## src/rtl/ram_pkg.sv

```systemverilog
// Shared types and helpers for the byte-enable simple dual-port RAM.
package ram_pkg;

    localparam int LANE_W = 8;

    typedef logic [0:0] state_t;

    localparam state_t CLEAR = 1'b0;
    localparam state_t READY = 1'b1;

    function automatic int clog2(input int value);
        int r;
        r = 0;
        while ((1 << r) < value) r++;
        return r;
    endfunction

endpackage

```

## src/rtl/ram_sdp_be_if.sv

```systemverilog
// Write/read/clear bus of the byte-enable simple dual-port RAM.
interface ram_sdp_be_if #(
    parameter int WIDTH  = 8,
    parameter int A_SIZE = 8
);
    import ram_pkg::*;

    localparam int NB = WIDTH / LANE_W;

    logic              clr_req;
    logic              busy;
    logic              wr_en;
    logic [A_SIZE-1:0] wr_addr;
    logic [NB-1:0]     wr_be;
    logic [WIDTH-1:0]  wr_data;
    logic              rd_en;
    logic [A_SIZE-1:0] rd_addr;
    logic [WIDTH-1:0]  rd_data;
    logic              rd_valid;
    logic              rd_oor;

    modport master (
        output clr_req,
        output wr_en,
        output wr_addr,
        output wr_be,
        output wr_data,
        output rd_en,
        output rd_addr,
        input  busy,
        input  rd_data,
        input  rd_valid,
        input  rd_oor
    );

    modport slave (
        input  clr_req,
        input  wr_en,
        input  wr_addr,
        input  wr_be,
        input  wr_data,
        input  rd_en,
        input  rd_addr,
        output busy,
        output rd_data,
        output rd_valid,
        output rd_oor
    );

endinterface

```

## src/rtl/ram_clear_fsm.sv

```systemverilog
// Clear engine: walks the array writing zeros after reset or on request.
module ram_clear_fsm
    import ram_pkg::*;
#(
    parameter int A_SIZE = 8,
    parameter int DEPTH  = 2 ** A_SIZE
) (
    input  logic              clk,
    input  logic              rst_n,
    input  logic              clr_req,
    output logic              busy,
    output logic              clr_we,
    output logic [A_SIZE-1:0] clr_addr
);

    localparam logic [A_SIZE-1:0] LAST = A_SIZE'(DEPTH - 1);

    state_t            state;
    logic [A_SIZE-1:0] addr;

    always_ff @(posedge clk or negedge rst_n) begin
        if (!rst_n) begin
            state <= CLEAR;
            addr  <= '0;
        end else begin
            unique case (state)
                CLEAR: begin
                    if (addr == LAST) begin
                        state <= READY;
                        addr  <= '0;
                    end else begin
                        addr <= addr + A_SIZE'(1);
                    end
                end
                READY: begin
                    if (clr_req) begin
                        state <= CLEAR;
                        addr  <= '0;
                    end
                end
            endcase
        end
    end

    assign busy     = (state == CLEAR);
    assign clr_we   = busy;
    assign clr_addr = addr;

endmodule

```

## src/rtl/ram_sdp_be.sv

```systemverilog
// Byte-enable simple dual-port RAM with built-in clear engine.
// Define RAM_OUT_REG_EN to add an output register stage (read latency 2).
module ram_sdp_be
    import ram_pkg::*;
#(
    parameter int WIDTH  = 8,
    parameter int A_SIZE = 8,
    parameter int DEPTH  = 2 ** A_SIZE
) (
    input  logic         clk,
    input  logic         rst_n,
    ram_sdp_be_if.slave  bus
);

    localparam int              NB      = WIDTH / LANE_W;
    localparam logic [A_SIZE:0] DEPTH_W = (A_SIZE + 1)'(DEPTH);

    if ((WIDTH % LANE_W) != 0 || DEPTH < 1 || clog2(DEPTH) > A_SIZE) begin : g_bad_cfg
        $error("ram_sdp_be: illegal WIDTH/DEPTH configuration");
    end

    logic              busy;
    logic              clr_we;
    logic [A_SIZE-1:0] clr_addr;

    ram_clear_fsm #(
        .A_SIZE (A_SIZE),
        .DEPTH  (DEPTH)
    ) u_clr (
        .clk      (clk),
        .rst_n    (rst_n),
        .clr_req  (bus.clr_req),
        .busy     (busy),
        .clr_we   (clr_we),
        .clr_addr (clr_addr)
    );

    assign bus.busy = busy;

    // A clear request in READY wins over any same-cycle user access.
    logic user_ok;
    logic wr_in;
    logic rd_in;
    logic wr_ok;
    logic rd_ok;

    assign user_ok = !busy && !bus.clr_req;
    assign wr_in   = {1'b0, bus.wr_addr} < DEPTH_W;
    assign rd_in   = {1'b0, bus.rd_addr} < DEPTH_W;
    assign wr_ok   = user_ok && bus.wr_en && wr_in;
    assign rd_ok   = user_ok && bus.rd_en;

    logic [WIDTH-1:0] mem [DEPTH];

    always_ff @(posedge clk) begin
        if (clr_we) begin
            mem[clr_addr] <= '0;
        end else if (wr_ok) begin
            for (int b = 0; b < NB; b++) begin
                if (bus.wr_be[b]) begin
                    mem[bus.wr_addr][b*LANE_W +: LANE_W] <= bus.wr_data[b*LANE_W +: LANE_W];
                end
            end
        end
    end

    // Write-first per lane when both ports hit the same word.
    logic [WIDTH-1:0] rd_word;

    always_comb begin
        rd_word = rd_in ? mem[bus.rd_addr] : '0;
        if (wr_ok && bus.wr_addr == bus.rd_addr) begin
            for (int b = 0; b < NB; b++) begin
                if (bus.wr_be[b]) begin
                    rd_word[b*LANE_W +: LANE_W] = bus.wr_data[b*LANE_W +: LANE_W];
                end
            end
        end
    end

    logic             s1_valid;
    logic             s1_oor;
    logic [WIDTH-1:0] s1_data;

    always_ff @(posedge clk or negedge rst_n) begin
        if (!rst_n) begin
            s1_valid <= 1'b0;
            s1_oor   <= 1'b0;
            s1_data  <= '0;
        end else begin
            s1_valid <= rd_ok;
            s1_oor   <= rd_ok && !rd_in;
            if (rd_ok) begin
                s1_data <= rd_word;
            end
        end
    end

`ifdef RAM_OUT_REG_EN
    logic             s2_valid;
    logic             s2_oor;
    logic [WIDTH-1:0] s2_data;

    // Drains regardless of busy so a read issued just before a clear completes.
    always_ff @(posedge clk or negedge rst_n) begin
        if (!rst_n) begin
            s2_valid <= 1'b0;
            s2_oor   <= 1'b0;
            s2_data  <= '0;
        end else begin
            s2_valid <= s1_valid;
            s2_oor   <= s1_oor;
            if (s1_valid) begin
                s2_data <= s1_data;
            end
        end
    end

    assign bus.rd_valid = s2_valid;
    assign bus.rd_oor   = s2_oor;
    assign bus.rd_data  = s2_data;
`else
    assign bus.rd_valid = s1_valid;
    assign bus.rd_oor   = s1_oor;
    assign bus.rd_data  = s1_data;
`endif

endmodule

```

## src/flat_wrapper.sv

```systemverilog
// flat-port wrapper written by rule: the top's interface ports become plain ports
module ram_sdp_be_flat import ram_pkg::*;
#(
    parameter int WIDTH  = 8,
    parameter int A_SIZE = 8,
    parameter int DEPTH  = 2 ** A_SIZE
)
  (clk, rst_n, bus_clr_req, bus_wr_en, bus_wr_addr, bus_wr_be, bus_wr_data, bus_rd_en, bus_rd_addr, bus_busy, bus_rd_data, bus_rd_valid, bus_rd_oor);
  ram_sdp_be_if #(.WIDTH(WIDTH), .A_SIZE(A_SIZE)) bus_i ();
  input  logic clk;
  input  logic rst_n;
  input wire logic [$bits(bus_i.clr_req)-1:0] bus_clr_req;
  input wire logic [$bits(bus_i.wr_en)-1:0] bus_wr_en;
  input wire logic [$bits(bus_i.wr_addr)-1:0] bus_wr_addr;
  input wire logic [$bits(bus_i.wr_be)-1:0] bus_wr_be;
  input wire logic [$bits(bus_i.wr_data)-1:0] bus_wr_data;
  input wire logic [$bits(bus_i.rd_en)-1:0] bus_rd_en;
  input wire logic [$bits(bus_i.rd_addr)-1:0] bus_rd_addr;
  output wire logic [$bits(bus_i.busy)-1:0] bus_busy;
  output wire logic [$bits(bus_i.rd_data)-1:0] bus_rd_data;
  output wire logic [$bits(bus_i.rd_valid)-1:0] bus_rd_valid;
  output wire logic [$bits(bus_i.rd_oor)-1:0] bus_rd_oor;
  assign bus_i.clr_req = bus_clr_req;
  assign bus_i.wr_en = bus_wr_en;
  assign bus_i.wr_addr = bus_wr_addr;
  assign bus_i.wr_be = bus_wr_be;
  assign bus_i.wr_data = bus_wr_data;
  assign bus_i.rd_en = bus_rd_en;
  assign bus_i.rd_addr = bus_rd_addr;
  assign bus_busy = bus_i.busy;
  assign bus_rd_data = bus_i.rd_data;
  assign bus_rd_valid = bus_i.rd_valid;
  assign bus_rd_oor = bus_i.rd_oor;
  ram_sdp_be #(.WIDTH(WIDTH), .A_SIZE(A_SIZE), .DEPTH(DEPTH)) u_core (.clk(clk), .rst_n(rst_n), .bus(bus_i));
endmodule
```

## config.mk

```make
export PLATFORM = sky130hd
export DESIGN_NAME = ram_sdp_be_flat
export DESIGN_NICKNAME = d
export VERILOG_FILES = /design/src/rtl/ram_pkg.sv /design/src/rtl/ram_sdp_be_if.sv /design/src/rtl/ram_clear_fsm.sv /design/src/rtl/ram_sdp_be.sv /design/src/flat_wrapper.sv
export SDC_FILE = /design/constraint.sdc
export NUM_CORES = 2
export LEC_CHECK = 0
export BUFFER_PORTS_ARGS = -buffer_cell sky130_fd_sc_hd__buf_2
export CORE_ASPECT_RATIO = 0.6
export CORE_UTILIZATION = 60
export CTS_CLUSTER_DIAMETER = 30
export DETAILED_ROUTE_END_ITERATION = 8
export GPL_TIMING_DRIVEN = 0
export PLACE_DENSITY = 0.76
export SLEW_MARGIN = 5
export SYNTH_ARGS = -nofsm -noshare
export SYNTH_HDL_FRONTEND = slang
export SYNTH_SLANG_ARGS = --single-unit
```

## constraint.sdc

```tcl
create_clock -name clk -period 17.3 [get_ports clk]
set_input_delay 0.865 -clock clk [delete_from_list [all_inputs] [get_ports clk]]
set_output_delay 0.865 -clock clk [all_outputs]
set_load 0.02 [all_outputs]
```

== Yosys cells after proc, flatten, opt, wreduce, memory -nomap -nowiden ==
Memories as Yosys holds them, arrays and structs flattened.
Index checks and enable logic that the tools add are counted.

* Register bits after elaboration: 18
* RAM bits: 2048
* Input port bits: 30
* Output and inout bits: 11
* Logic and storage cells: 32
* Memories: 1

* $add $sub $neg: 1
* Equality and inequality tests: 3
* Multiplexer cells: 16
* Bitwise gates (word level): 1
* Reductions and logical operators: 6

{| class="wikitable"
|+ Memory list
! memory !! depth !! width !! rd ports !! clocked after Yosys merged registers in !! wr ports !! line !! text
|-
| u_core.mem || 256 || 8 || 1 || 0 || 1 || ram_sdp_be.sv:53 || <nowiki>logic [WIDTH-1:0] mem [DEPTH];</nowiki>
|}

{| class="wikitable"
|+ Operators with widths
! cell !! number
|-
| $mux W8 || 6
|-
| $pmux W8 S2 || 1
|-
| $add A8 B1 Y8 const B || 1
|-
| $eq A8 B8 Y1 || 1
|-
| $eq A8 B8 Y1 const B || 1
|-
| $mux W1 || 8
|-
| $reduce_or A8 Y1 || 1
|-
| $logic_and A1 B1 Y1 || 4
|-
| $ne A2 B2 Y1 const B || 1
|-
| $pmux W1 S2 || 1
|-
| $logic_not A1 Y1 || 1
|-
| $not A1 Y1 || 1
|}

== Logic depth before layout (Yosys ltp) ==
* Depth in word-level cells: 8
* Gate-level depth with buffers: 12
* Depth with buffers taken out: 8

== Modules after synthesis ==
From an unflattened synthesis, not the netlist that was laid out.

* Cell total of the unflattened synthesis: 3760
* Area, all modules: 80922.6 µm²

{| class="wikitable"
|+ By module, submodules not included
! module !! times used !! cells each !! area an instance (µm²) !! seq. area each (µm²)
|-
| ram_sdp_be || 1 || 3710 || 80417.1 || 61724.2
|-
| ram_clear_fsm || 1 || 50 || 505.5 || 225.2
|}

== Worst setup path before layout ==
Ideal clock, no wire load.

* Kind: input port to flip-flop
* From: in bus_clr_req
* To: mem u_core.mem[0][0], data pin
* Library setup time: 0.870 ns
* Arrival: 5.026 ns
* Required time: 16.430 ns
* Slack: 11.404 ns
* Stages: 6
* Path buffers: 3
* Cell sequence: nor2b_1 buf_2 and3_1 buf_2 clkbuf_1 and2_1

* Cells in the longest elaborated chain, start to end: 8

{| class="wikitable"
|+ RTL lines
! element !! line !! text
|-
| start: declaration || flat_wrapper.sv:12 || <nowiki>input wire logic [$bits(bus_i.clr_req)-1:0] bus_clr_req;</nowiki>
|-
| $logic_not A1 Y1 || ram_sdp_be.sv:47 || <nowiki>assign user_ok = !busy && !bus.clr_req;</nowiki>
|-
| $logic_and A1 B1 Y1 || ram_sdp_be.sv:47 ||
|-
| $logic_and A1 B1 Y1 || ram_sdp_be.sv:50 || <nowiki>assign wr_ok = user_ok && bus.wr_en && wr_in;</nowiki>
|-
| $mux W1 || ram_sdp_be.sv:58 || <nowiki>end else if (wr_ok) begin</nowiki>
|-
| $mux W1 || ram_sdp_be.sv:56 || <nowiki>if (clr_we) begin</nowiki>
|-
| $mux W1 (implied by the code) || ram_sdp_be.sv:61 || <nowiki>mem[bus.wr_addr][b*LANE_W +: LANE_W] <= bus.wr_data[b*LANE_W +: LANE_W];</nowiki>
|-
| $reduce_or A8 Y1 (no source line) || n/a ||
|-
| $mux W8 (no source line) || n/a ||
|-
| end: declaration || ram_sdp_be.sv:53 ||
|}

Every way passes these cells.

== Worst setup path after layout ==
* From: in bus_rd_addr[2]
* To: reg u_core.s1_data[2] (netlist: u_core.bus.rd_data[2])

* Cells in the longest elaborated chain, start to end: 3
* Elaborated cells between the ends (all ways): 5
* Those cells by class: 1 x eq/ne; 2 x mux; 1 x reduce/logical; 1 x memory

{| class="wikitable"
|+ RTL lines
! element !! line !! text
|-
| start: declaration || flat_wrapper.sv:18 || <nowiki>input wire logic [$bits(bus_i.rd_addr)-1:0] bus_rd_addr;</nowiki>
|-
| $mem_v2 Z256 W8 or $eq A8 B8 Y1 (tied branches) || n/a ||
|-
| $mux W8 or $logic_and A1 B1 Y1 (tied branches) || ram_sdp_be.sv:74, ram_sdp_be.sv:72 ||
|-
| $mux W8 * || ram_sdp_be.sv:72 || <nowiki>if (wr_ok && bus.wr_addr == bus.rd_addr) begin</nowiki>
|-
| end signal: assignment || ram_sdp_be.sv:94 || <nowiki>s1_data <= rd_word;</nowiki>
|-
| end: declaration || ram_sdp_be.sv:83 || <nowiki>logic [WIDTH-1:0] s1_data;</nowiki>
|}

Mark *: on every way between the ends. The rest lies on a longest branch, timed or not.
A chain may end at the register's enable or synchronous reset.

==> impl_metrics.py <==
metrics = {
    "placed_design": {
        "place.gp.congestion": 1.02,
        "dp_hpwl_um": 161000,
        "pre_cts_ws_ps": 12140,
        "io_buffers": 35,
    },
    "layout": {
        "drive_gt1_share_pct": 27.0,
        "final_util_pct": 69.0,
        "seqCellArea_mm2": 0.0619,
        "final_cell_mix": "2048 x edfxtp_1, 498 x mux4_2, 267 x nor2_1",
        "multi_input_area_mm2": 0.0167,
        "fillers": 7785,
        "layout_commonest_cell": "edfxtp_1",
        "fin_nets": 4055,
        "synthToLayoutAreaGrowth_pct": 13.7,
    },
    "floorplan": {
        "die_w_um": 473,
        "core_region_area_mm2": 0.132,
        "start_util_pct": 60.6,
        "row_count": 103,
        "io_pins": 41,
        "dieArea_mm2": 0.135,
        "dieHeight_um": 285,
    },
    "setup_path": {
        "crit_type": "input port to flip-flop",
        "end_kind": "flip-flop",
        "rr_startpoint": "u_core.u_clr.state$_DFF_PN0_",
        "rr_worst_depth": 10,
        "start_kind": "input port",
        "crit_path_max_fanout": 10,
        "crit_required_ps": 17980,
        "r2r-end": "u_core.mem[255][4]$_DFFE_PP_",
        "critPathArrivalTime_ps": 5490,
        "rrSetupSlack_ps": 12500,
    },
    "yosys": {
        "synth_cells": 3735,
        "synth_ff_type": "edfxtp_1",
        "async_flop_share_pct": 0.871,
        "yosys-top-cells-area": "edfxtp_1 77%, mux4_2 14%, o22ai_1 1.3%",
        "yosysWarnings": 0,
        "yosysTopAreaCellShare_pct": 76.9,
        "syn_area_mm2": 0.0799,
        "synth_fp_nets": 3766,
        "synth_top_area_cell": "edfxtp_1",
        "avgSynthCellArea_um2": 21.4,
        "seq_area_frac_synth_pct": 77.5,
        "synth_edf_count": 2048,
        "synth_cell_type_count": 55,
        "synth-seq-cells": 2066,
    },
    "sta": {
        "rsz0062_at_grt": "false",
        "tightest_slew_ps": 1720,
        "finClkSkew_ps": 34.6,
        "fin_ws_ps": 12490,
        "period_share_pct": 27.8,
        "period_needed_ps": 4810,
        "fin_setup_tns_ps": 0,
        "hold_viol": 0,
        "timing.fmax_ghz": 0.208,
        "setup_viol": 0,
        "drv_slew": 5,
        "slew_headroom_pct": -15.4,
    },
    "drt": {
        "drc": 10,
        "drt_wl_total_um": 245000,
        "drtIter0Drc": 8885,
        "drt-vias-per-instance": 7.46,
        "first_pass_iters": 9,
        "vias": 44900,
        "wire_per_inst_um": 40.7,
        "ant_nets": 0,
    },
    "clock_network": {
        "cts_buffers": 219,
        "ctsHtreeMaxLevel": 4,
        "cts_setup_buffers": 0,
        "cts.path.max_buffers": 3,
        "clkLatencyLatePin_ps": 850,
        "cts.clk_slew.worst_paths_ps": 60,
        "cts_tree": "done",
        "cts_root_buffer": "clkbuf_16",
        "clock_sinks": 2066,
    },
    "power_and_ir_drop": {
        "vdd_ir_drop_max_mv": 0.131,
        "total_power_mw": 11.3,
        "power.leakage_nw": 28.3,
        "cellPowerDensity_mw_per_mm2": 124,
    },
    "outcome": {
        "status": "finished with violations",
        "violations": "design-rule violations, max-capacitance violations, max-slew violations",
    },
    "grt": {
        "grt_overflow_total": 0,
        "grt_pass1_vias": 42500,
        "antenna_found_initial": 27,
        "grt_pass1_wl_um": 334000,
        "track_usage_pct": 36.8,
        "grt_start_max_net_pins": 88,
    },
    "min_path": {
        "hold_class": "input port to flip-flop",
        "worstHoldPathCells": 2,
        "hold_start": "bus_clr_req",
        "holdPathEnd": "u_core.u_clr.state$_DFF_PN0_",
    },
    "flow_run": {
        "maxCapViolations": 2,
    },
}
==> what timing repair did <==
action,in CTS,in global routing
endpoints found under the hold margin,11,0
resized for setup,0,0
hold buffers,1,0
==> critical path: stages <==
cell and delay [ps]:
buf_2 300, buf_4 270, buf_4 410, buf_4 380, buf_2 750, mux4_2 430, o22ai_1 290, nor3_1 210
o41ai_1 1410, o21ai_1 110
==> registers in the layout (all words and copies together), names as in the netlist <==
signal	count
u_core.u_clr.state	1
u_core.bus.rd_valid	1
u_core.mem	2048
u_core.u_clr.clr_addr	8
u_core.bus.rd_data	8
==> how the worst max path moves through the flow <==
stage | slack (ps) | endpoint | cells after the start | startpoint
6_report | 12490 | u_core.bus.rd_data[2]$_DFFE_PN0P_ | 10 | bus_rd_addr[2]
4_1_cts | 12860 | u_core.mem[228][0]$_DFFE_PP_ | 9 | u_core.u_clr.state$_DFF_PN0_
5_1_grt | 12500 | u_core.mem[255][6]$_DFFE_PP_ | 10 | u_core.u_clr.state$_DFF_PN0_
3_3_place_gp | 6560 | u_core.mem[238][0]$_DFFE_PP_ | 7 | bus_clr_req
3_5_place_dp | 12140 | u_core.bus.rd_data[2]$_DFFE_PN0P_ | 10 | bus_rd_addr[2]
2_1_floorplan | 11400 | u_core.mem[0][0]$_DFFE_PP_ | 6 | bus_clr_req
==> metal layers <==
metal / track usage (%) / wire [um] / up-vias
met1: 52.4 / 86600 / 22900
met3: 20.9 / 49800 / 741
met5: 0.174 / 160 / -
li1: - / - / 16400
met2: 46.3 / 97100 / 4821
met4: 15.4 / 11100 / 24
==> power by group <==
part	leakage (nW)	internal (mW)	switching, mW	total, mW
clock	3.68	2.78	2.16	4.94
sequential	18.6	5.51	0.0307	5.54
combinational	5.96	0.213	0.566	0.779
==> cells in the mapped netlist, types with 16 or more instances <==
cell type and instances:
edfxtp_1 2048, mux4_2 498, nor2_1 269, o22ai_1 167, buf_2 69, nand2_1 69, clkbuf_1 68, mux2i_1 48
buf_4 47, a22oi_1 46, nand3_1 40, nor3_1 40, a211oi_1 28, a21oi_1 28, o41ai_1 23, buf_6 19
a22o_1 18, dfrtp_1 18, nand3b_1 17, o21ai_0 16, or3_1 16
==> area by class of cell <==
type                       instances  area share [%]
sequential                      2066            68.1
tap                             1785            2.46
clock inverter                   179            2.23
buffer                           220            1.50
timing repair buffer              68            1.06
multi-input combinational       1446            18.4
antenna                           22          0.0605
clock buffer                     235            6.14
inverter                           3          0.0124
==> stage by stage <==
step	instances	hold slack (ps)	area [um2]
floorplan	3735	520	79900
global placement	5555	492	82400
detailed placement	5587	493	83200
CTS	6002	266	90800
global route	6007	300	90900
finish	6024	291	90900
==> cells by family (layout without fill, tap and decap cells) <==
family                   Yosys count  count (layout)  share of synthesized area (%)
multiplexers                     546             546                           14.6
buffers and inverters            223             705                           1.70
XOR/XNOR                          12              12                          0.131
AND/OR/NAND/NOR                  530             530                           3.03
flip-flops                      2066            2066                           77.5
adder cells (fa/ha/maj)            1               1                         0.0156
AO/OA/AOI/OAI                    356             356                           3.00
other                              1              23                        0.00469
Power figures use the tool's default switching activity.
